$ cat config.mk
export PLATFORM = sky130hd
export DESIGN_NAME = pq_expiry_dispatcher
export DESIGN_NICKNAME = d
export VERILOG_FILES = /design/src/rtl/pq_expiry_dispatcher.sv
export SDC_FILE = /design/constraint.sdc
export NUM_CORES = 1
export LEC_CHECK = 0
export CAP_MARGIN = 15
export CORE_ASPECT_RATIO = 1.4
export CORE_UTILIZATION = 51
export DETAILED_ROUTE_END_ITERATION = 8
export GPL_TIMING_DRIVEN = 0
export PLACE_DENSITY = 0.89
export SLEW_MARGIN = 0
export SYNTH_ARGS = -nofsm -noshare
export SYNTH_HDL_FRONTEND = slang
export SYNTH_SLANG_ARGS = --single-unit
$ cat constraint.sdc
create_clock -name clk_i -period 6.95 [get_ports clk_i]
set_input_delay 1.7375 -clock clk_i [delete_from_list [all_inputs] [get_ports clk_i]]
set_output_delay 1.7375 -clock clk_i [all_outputs]
set_load 0.03 [all_outputs]
$ cat src/rtl/pq_expiry_dispatcher.sv
// Expiry dispatcher for the array priority queue.
// Keeps the system time base, compares it with the deadline of the queue head,
// and pops the head once it is due (or when flushing). Each popped entry is
// offered downstream on a valid/ready event port.
module pq_expiry_dispatcher #(
    parameter int TIME_WIDTH     = 24,
    parameter int LATE_CNT_WIDTH = 16
) (
    input  logic                      clk_i,
    input  logic                      rst_ni,
    input  logic                      tick_en_i,
    output logic [TIME_WIDTH-1:0]     time_o,
    input  logic                      flush_i,
    input  logic                      q_empty_i,
    input  logic [TIME_WIDTH-1:0]     q_head_data_i,
    input  logic [TIME_WIDTH-1:0]     q_head_id_i,
    output logic                      q_pop_o,
    output logic                      evt_valid_o,
    input  logic                      evt_ready_i,
    output logic [TIME_WIDTH-1:0]     evt_id_o,
    output logic [TIME_WIDTH-1:0]     evt_time_o,
    output logic                      evt_late_o,
    output logic [LATE_CNT_WIDTH-1:0] late_cnt_o
);

    typedef enum logic [1:0] {
        ST_CHECK  = 2'd0,
        ST_POP    = 2'd1,
        ST_SETTLE = 2'd2,
        ST_HOLD   = 2'd3
    } state_t;

    state_t                    state_reg;
    state_t                    state_next;
    logic [TIME_WIDTH-1:0]     time_reg;
    logic [TIME_WIDTH-1:0]     evt_id_reg;
    logic [TIME_WIDTH-1:0]     evt_time_reg;
    logic                      evt_late_reg;
    logic [LATE_CNT_WIDTH-1:0] late_cnt_reg;
    logic                      accepted_reg;

    logic [TIME_WIDTH-1:0]     diff;
    logic                      late;
    logic                      expired;
    logic                      capture;
    logic                      pop;
    logic                      valid;

    // Modular distance from now to the head deadline; a set MSB means the
    // deadline lies in the past (deadlines are kept within half the range).
    assign diff    = q_head_data_i - time_reg;
    assign late    = diff[TIME_WIDTH-1];
    assign expired = (diff == '0) || late;

    // Next-state and output decode for the release sequence
    always_comb begin
        state_next = state_reg;
        capture    = 1'b0;
        pop        = 1'b0;
        valid      = 1'b0;
        case (state_reg)
            ST_CHECK: begin
                if (!q_empty_i && (expired || flush_i)) begin
                    capture    = 1'b1;
                    state_next = ST_POP;
                end
            end
            ST_POP: begin
                pop        = 1'b1;
                valid      = 1'b1;
                state_next = ST_SETTLE;
            end
            ST_SETTLE: begin
                // Still offering the event unless it was taken during POP;
                // a handshake here also completes the delivery.
                valid = !accepted_reg;
                if (accepted_reg || evt_ready_i) begin
                    state_next = ST_CHECK;
                end else begin
                    state_next = ST_HOLD;
                end
            end
            ST_HOLD: begin
                valid = 1'b1;
                if (evt_ready_i) begin
                    state_next = ST_CHECK;
                end
            end
            default: state_next = ST_CHECK;
        endcase
    end

    // State register and the time base
    always_ff @(posedge clk_i) begin
        if (!rst_ni) begin
            state_reg <= ST_CHECK;
            time_reg  <= '0;
        end else begin
            state_reg <= state_next;
            if (tick_en_i) begin
                time_reg <= time_reg + TIME_WIDTH'(1);
            end
        end
    end

    // Event capture, delivery bookkeeping and the saturating late counter
    always_ff @(posedge clk_i) begin
        if (!rst_ni) begin
            evt_id_reg   <= '0;
            evt_time_reg <= '0;
            evt_late_reg <= 1'b0;
            late_cnt_reg <= '0;
            accepted_reg <= 1'b0;
        end else begin
            // Remembers whether the event was already taken in the POP cycle
            accepted_reg <= (state_reg == ST_POP) && evt_ready_i;
            if (capture) begin
                evt_id_reg   <= q_head_id_i;
                evt_time_reg <= q_head_data_i;
                evt_late_reg <= late;
                if (late && (late_cnt_reg != {LATE_CNT_WIDTH{1'b1}})) begin
                    late_cnt_reg <= late_cnt_reg + LATE_CNT_WIDTH'(1);
                end
            end
        end
    end

    assign time_o      = time_reg;
    assign q_pop_o     = pop;
    assign evt_valid_o = valid;
    assign evt_id_o    = evt_id_reg;
    assign evt_time_o  = evt_time_reg;
    assign evt_late_o  = evt_late_reg;
    assign late_cnt_o  = late_cnt_reg;

endmodule

==> results of run 1 <==
[cell usage after synthesis (2+ instances only)]
library cell / number / share of area, %
o21ai_0: 19 / 1.6
nand4_1: 52 / 5.4
xnor2_1: 42 / 6.1
nor4b_1: 3 / 0.44
or2_2: 2 / 0.21
clkbuf_1: 54 / 3.4
a22oi_1: 2 / 0.25
nand2b_1: 3 / 0.31
o31ai_1: 22 / 2.8
o21a_1: 2 / 0.25
a221oi_1: 3 / 0.44
nand3_1: 47 / 3.9
and2_1: 4 / 0.42
dfxtp_1: 92 / 31
nand2_1: 51 / 3.2
o211ai_1: 7 / 0.88
a21o_1: 9 / 1.1
nor3_1: 21 / 1.8
mux2i_1: 4 / 0.67
xor2_1: 7 / 1.0
or3_1: 4 / 0.42
a31oi_1: 3 / 0.31
inv_1: 62 / 3.9
o21bai_1: 7 / 0.88
and4_1: 4 / 0.58
and3_1: 12 / 1.3
o22ai_1: 6 / 0.63
o2111ai_1: 46 / 6.7
or4_1: 6 / 0.75
nor2_1: 72 / 4.5
a211oi_1: 8 / 1.0
a21oi_1: 33 / 2.8
nor4_1: 5 / 0.52
o41ai_1: 2 / 0.29
o31ai_2: 9 / 1.9
nor2b_1: 5 / 0.52
ha_1: 25 / 5.2
[stage by stage]
stage          area (µm²)  setup WS [ns]  util [%]  total power [mW]  hold WS [ns]
2_1_floorplan        6000           1.60         -             0.837         0.509
3_3_place_gp         7610          0.655      66.8             0.993         0.474
3_5_place_dp         7610          0.650      66.8             0.997         0.487
4_1_cts              7900          0.997      69.3              1.48         0.496
5_1_grt              7900          0.822      69.3              1.54         0.534
6_report             7900          0.971      69.3              1.48         0.494
[path summary, 6_finish.rpt]
check / startpoint / endpoint / cells past startpoint / slack (ns)
setup / recovery: q_head_data_i[0] / evt_time_o[7] / 14 / 0.97
hold / removal: evt_late_o / evt_late_o / 2 / 0.49
setup reg to reg: time_o[8] / evt_time_o[7] / 12 / 2.46
hold reg to reg: evt_late_o / evt_late_o / 2 / 0.49
[metal layers]
layer	up-vias	routed length (µm)	GRT usage, %
met5	-	0	0
met4	0	704	15.9
met3	61	1160	4.43
met2	294	9770	56.7
met1	3026	7310	34.3
li1	3169	-	-
[power by group through the flow]
stage | Clock [mW] | Sequential, mW | Combinational (mW)
detailed placement | 0 | 0.596 | 0.401
global route | 0.515 | 0.589 | 0.436
global placement | 0 | 0.595 | 0.398
finish | 0.490 | 0.585 | 0.408
floorplan | 0 | 0.654 | 0.184
CTS | 0.493 | 0.584 | 0.403
[cells by family (layout without fill, tap and decap cells)]
group | after synthesis | after routing | synth area share [%]
AO/OA/AOI/OAI | 188 | 188 | 23.2
XOR/XNOR | 49 | 49 | 7.15
adder cells (fa/ha/maj) | 26 | 26 | 5.55
buffers and inverters | 120 | 279 | 7.65
flip-flops | 92 | 92 | 30.7
multiplexers | 5 | 5 | 0.855
AND/OR/NAND/NOR | 295 | 295 | 24.9
[worst min-delay path, delay by kind of cell, from the launching register on]
family / cells / cell delay, ns
and+or+nand+nor: 2 / 0.13
DFF: 1 / 0.32
[final cells by class]
| cell class | instances | share of cell area (%) |
|---|---|---|
| Buffer | 57 | 2.82 |
| Clock buffer | 9 | 2.85 |
| Clock inverter | 7 | 0.823 |
| Inverter | 63 | 2.99 |
| Multi-Input combinational cell | 563 | 46.8 |
| Sequential cell | 92 | 23.3 |
| Tap cell | 144 | 2.28 |
| Timing Repair Buffer | 143 | 18.1 |
==> run summary, run 1 <==
most common cell after layout, fill and taps aside - clkdlybuf4s50_1
worst-case vdd ir drop - 0.133 mV
CTS Buffer Depth - 2
port buffer count - 143
Seq/Total Area, Yosys - 30.7%
CP dominant cell by count - or4_1
CTS Root Cell - clkbuf_16
clk_skew - 0.00902 ns
first-pass GRT wire length - 29,800 µm
Clk pwr share - 33.0%
grt ovf - 0
area of the multi-input gates - 3700 µm²
CP bufs+invs - 3
flops & latches, synth - 92
Cell Rows - 46
layout cell share with drive strength beyond 1 - 3.64%
pwr dens - 188 nW/µm²
Max FO, Critical Path - 10
Synth Cell Area - 6000 µm²
cts repair resizes - 0
worst slew pin tran - 0.822 ns
CTS buffer count - 9
CTS tree - done
fin crit share - 86.0%
initial core utilization - 52.6%
Die Wd - 93.7 µm
Worst Path Required - 7.21 ns
IO Pins - 145
max_slew headroom - 44.6%
DRC Markers - 0
DP Wirelength - 14,200 µm
vias in the first global route - 6,263
Crit. End Element - register
Netlist cell types - 57
crit path DAT - 6.24 ns
fmax - 0.167 GHz
Post-synth EDFFs - 0
Slowest-stage cell, CP - or4_1
RSZ-0062 raised after global routing - no
H-tree depth - 3
DIE HEIGHT - 130 µm
Reg area - 1840 µm²
routability cong. - 0.974
async set-or-reset flop fraction in the synthesized netlist - 0%
Sw Ratio - 34.7%
largest net degree at the start of global routing - 19
initial DRC count - 346
Logic pwr share - 27.5%
CTS Hold Bufs - 0
Seq pwr share - 39.5%
Synth-to-Final Area Change - 31.7%
Clk Latency, worst-skew pair - 0.35 ns
Mapped Cells - 775
final-report setup violation count - 0
post-CTS setup buffers - 0
Net Count, Synth - 855
Inserted Diodes - 0
leakage - 2.79 nW
core area - 11,400 µm²
clock sinks - 92
max incr delay on CP - 0.53 ns
Final Slew Violations - 0
switching pwr - 0.515 mW
via count - 6,550
fillers - 940
total track usage - 30.9%
Most used DFF post-synth - dfxtp_1
WL final - 18,900 µm
crit path cell chain - clkdlybuf4s50_1, inv_1, ha_1, fa_1, xor2_1, nand4_1, or4_1, or4_1, or4_1, or4_1, nor4b_2, a31oi_1, clkbuf_1, o31ai_1
clock transition at the registers of the reported paths - 0.07 ns
Setup TNS - 0 ns
synthesized area per cell - 7.74 µm²
yosys warns - 0
initial antenna violation count - 0
status - finished clean
CP Class - input pin to register
Layout Cells excl Fill - 1,078
Avg WL per Cell - 17.6 µm
crit-path leading delay family - simple AND/OR/NAND/NOR gates
Max-Cap Viols - 0
final hold vios - 0
# nets final - 1,009
DIE AREA - 12,200 µm²
most frequent cells in the layout - 143 x clkdlybuf4s50_1, 92 x dfxtp_1, 72 x nor2_1
Min-Delay Path Class - register to register
Tmin final - 5.98 ns
Vias/cell - 6.08
Int Pwr - 0.968 mW
placed instance count - 1,062
Final ANT Viol Nets - 0
drt first pass iters - 5
CP Launch Type - input pin
Note: power is estimated with default switching activity, not from simulation.
==> run 2: changes to the inputs <==
--- a/config.mk
+++ b/config.mk
@@ -11,6 +11,8 @@
 export DETAILED_ROUTE_END_ITERATION = 8
 export GPL_TIMING_DRIVEN = 0
 export PLACE_DENSITY = 0.89
+export SETUP_SLACK_MARGIN = 0.15
+export SKIP_LAST_GASP = 1
 export SLEW_MARGIN = 0
 export SYNTH_ARGS = -nofsm -noshare
 export SYNTH_HDL_FRONTEND = slang
==> results of run 2 <==
Same layout as run 1: the final DEF is identical, and so are final timing and power.
==> run 3: changes to the inputs <==
--- a/config.mk
+++ b/config.mk
@@ -5,7 +5,6 @@
 export SDC_FILE = /design/constraint.sdc
 export NUM_CORES = 1
 export LEC_CHECK = 0
-export CAP_MARGIN = 15
 export CORE_ASPECT_RATIO = 1.4
 export CORE_UTILIZATION = 51
 export DETAILED_ROUTE_END_ITERATION = 8
==> constraint.sdc (replaced) <==
create_clock -name clk_i -period 6.7 [get_ports clk_i]
set_input_delay 1.675 -clock clk_i [delete_from_list [all_inputs] [get_ports clk_i]]
set_output_delay 1.675 -clock clk_i [all_outputs]
set_load 0.03 [all_outputs]
==> results of run 3 <==
Same layout as run 1 (identical final DEF). Status: finished clean.
Main changes from that run: setup slack after placement 0.650 ns -> 0.463 ns; setup slack after layout 0.971 ns -> 0.783 ns; register-to-register setup slack 2.46 ns -> 2.21 ns; total power 1.48 mW -> 1.54 mW; worst IR drop on VDD 0.133 mV -> 0.138 mV
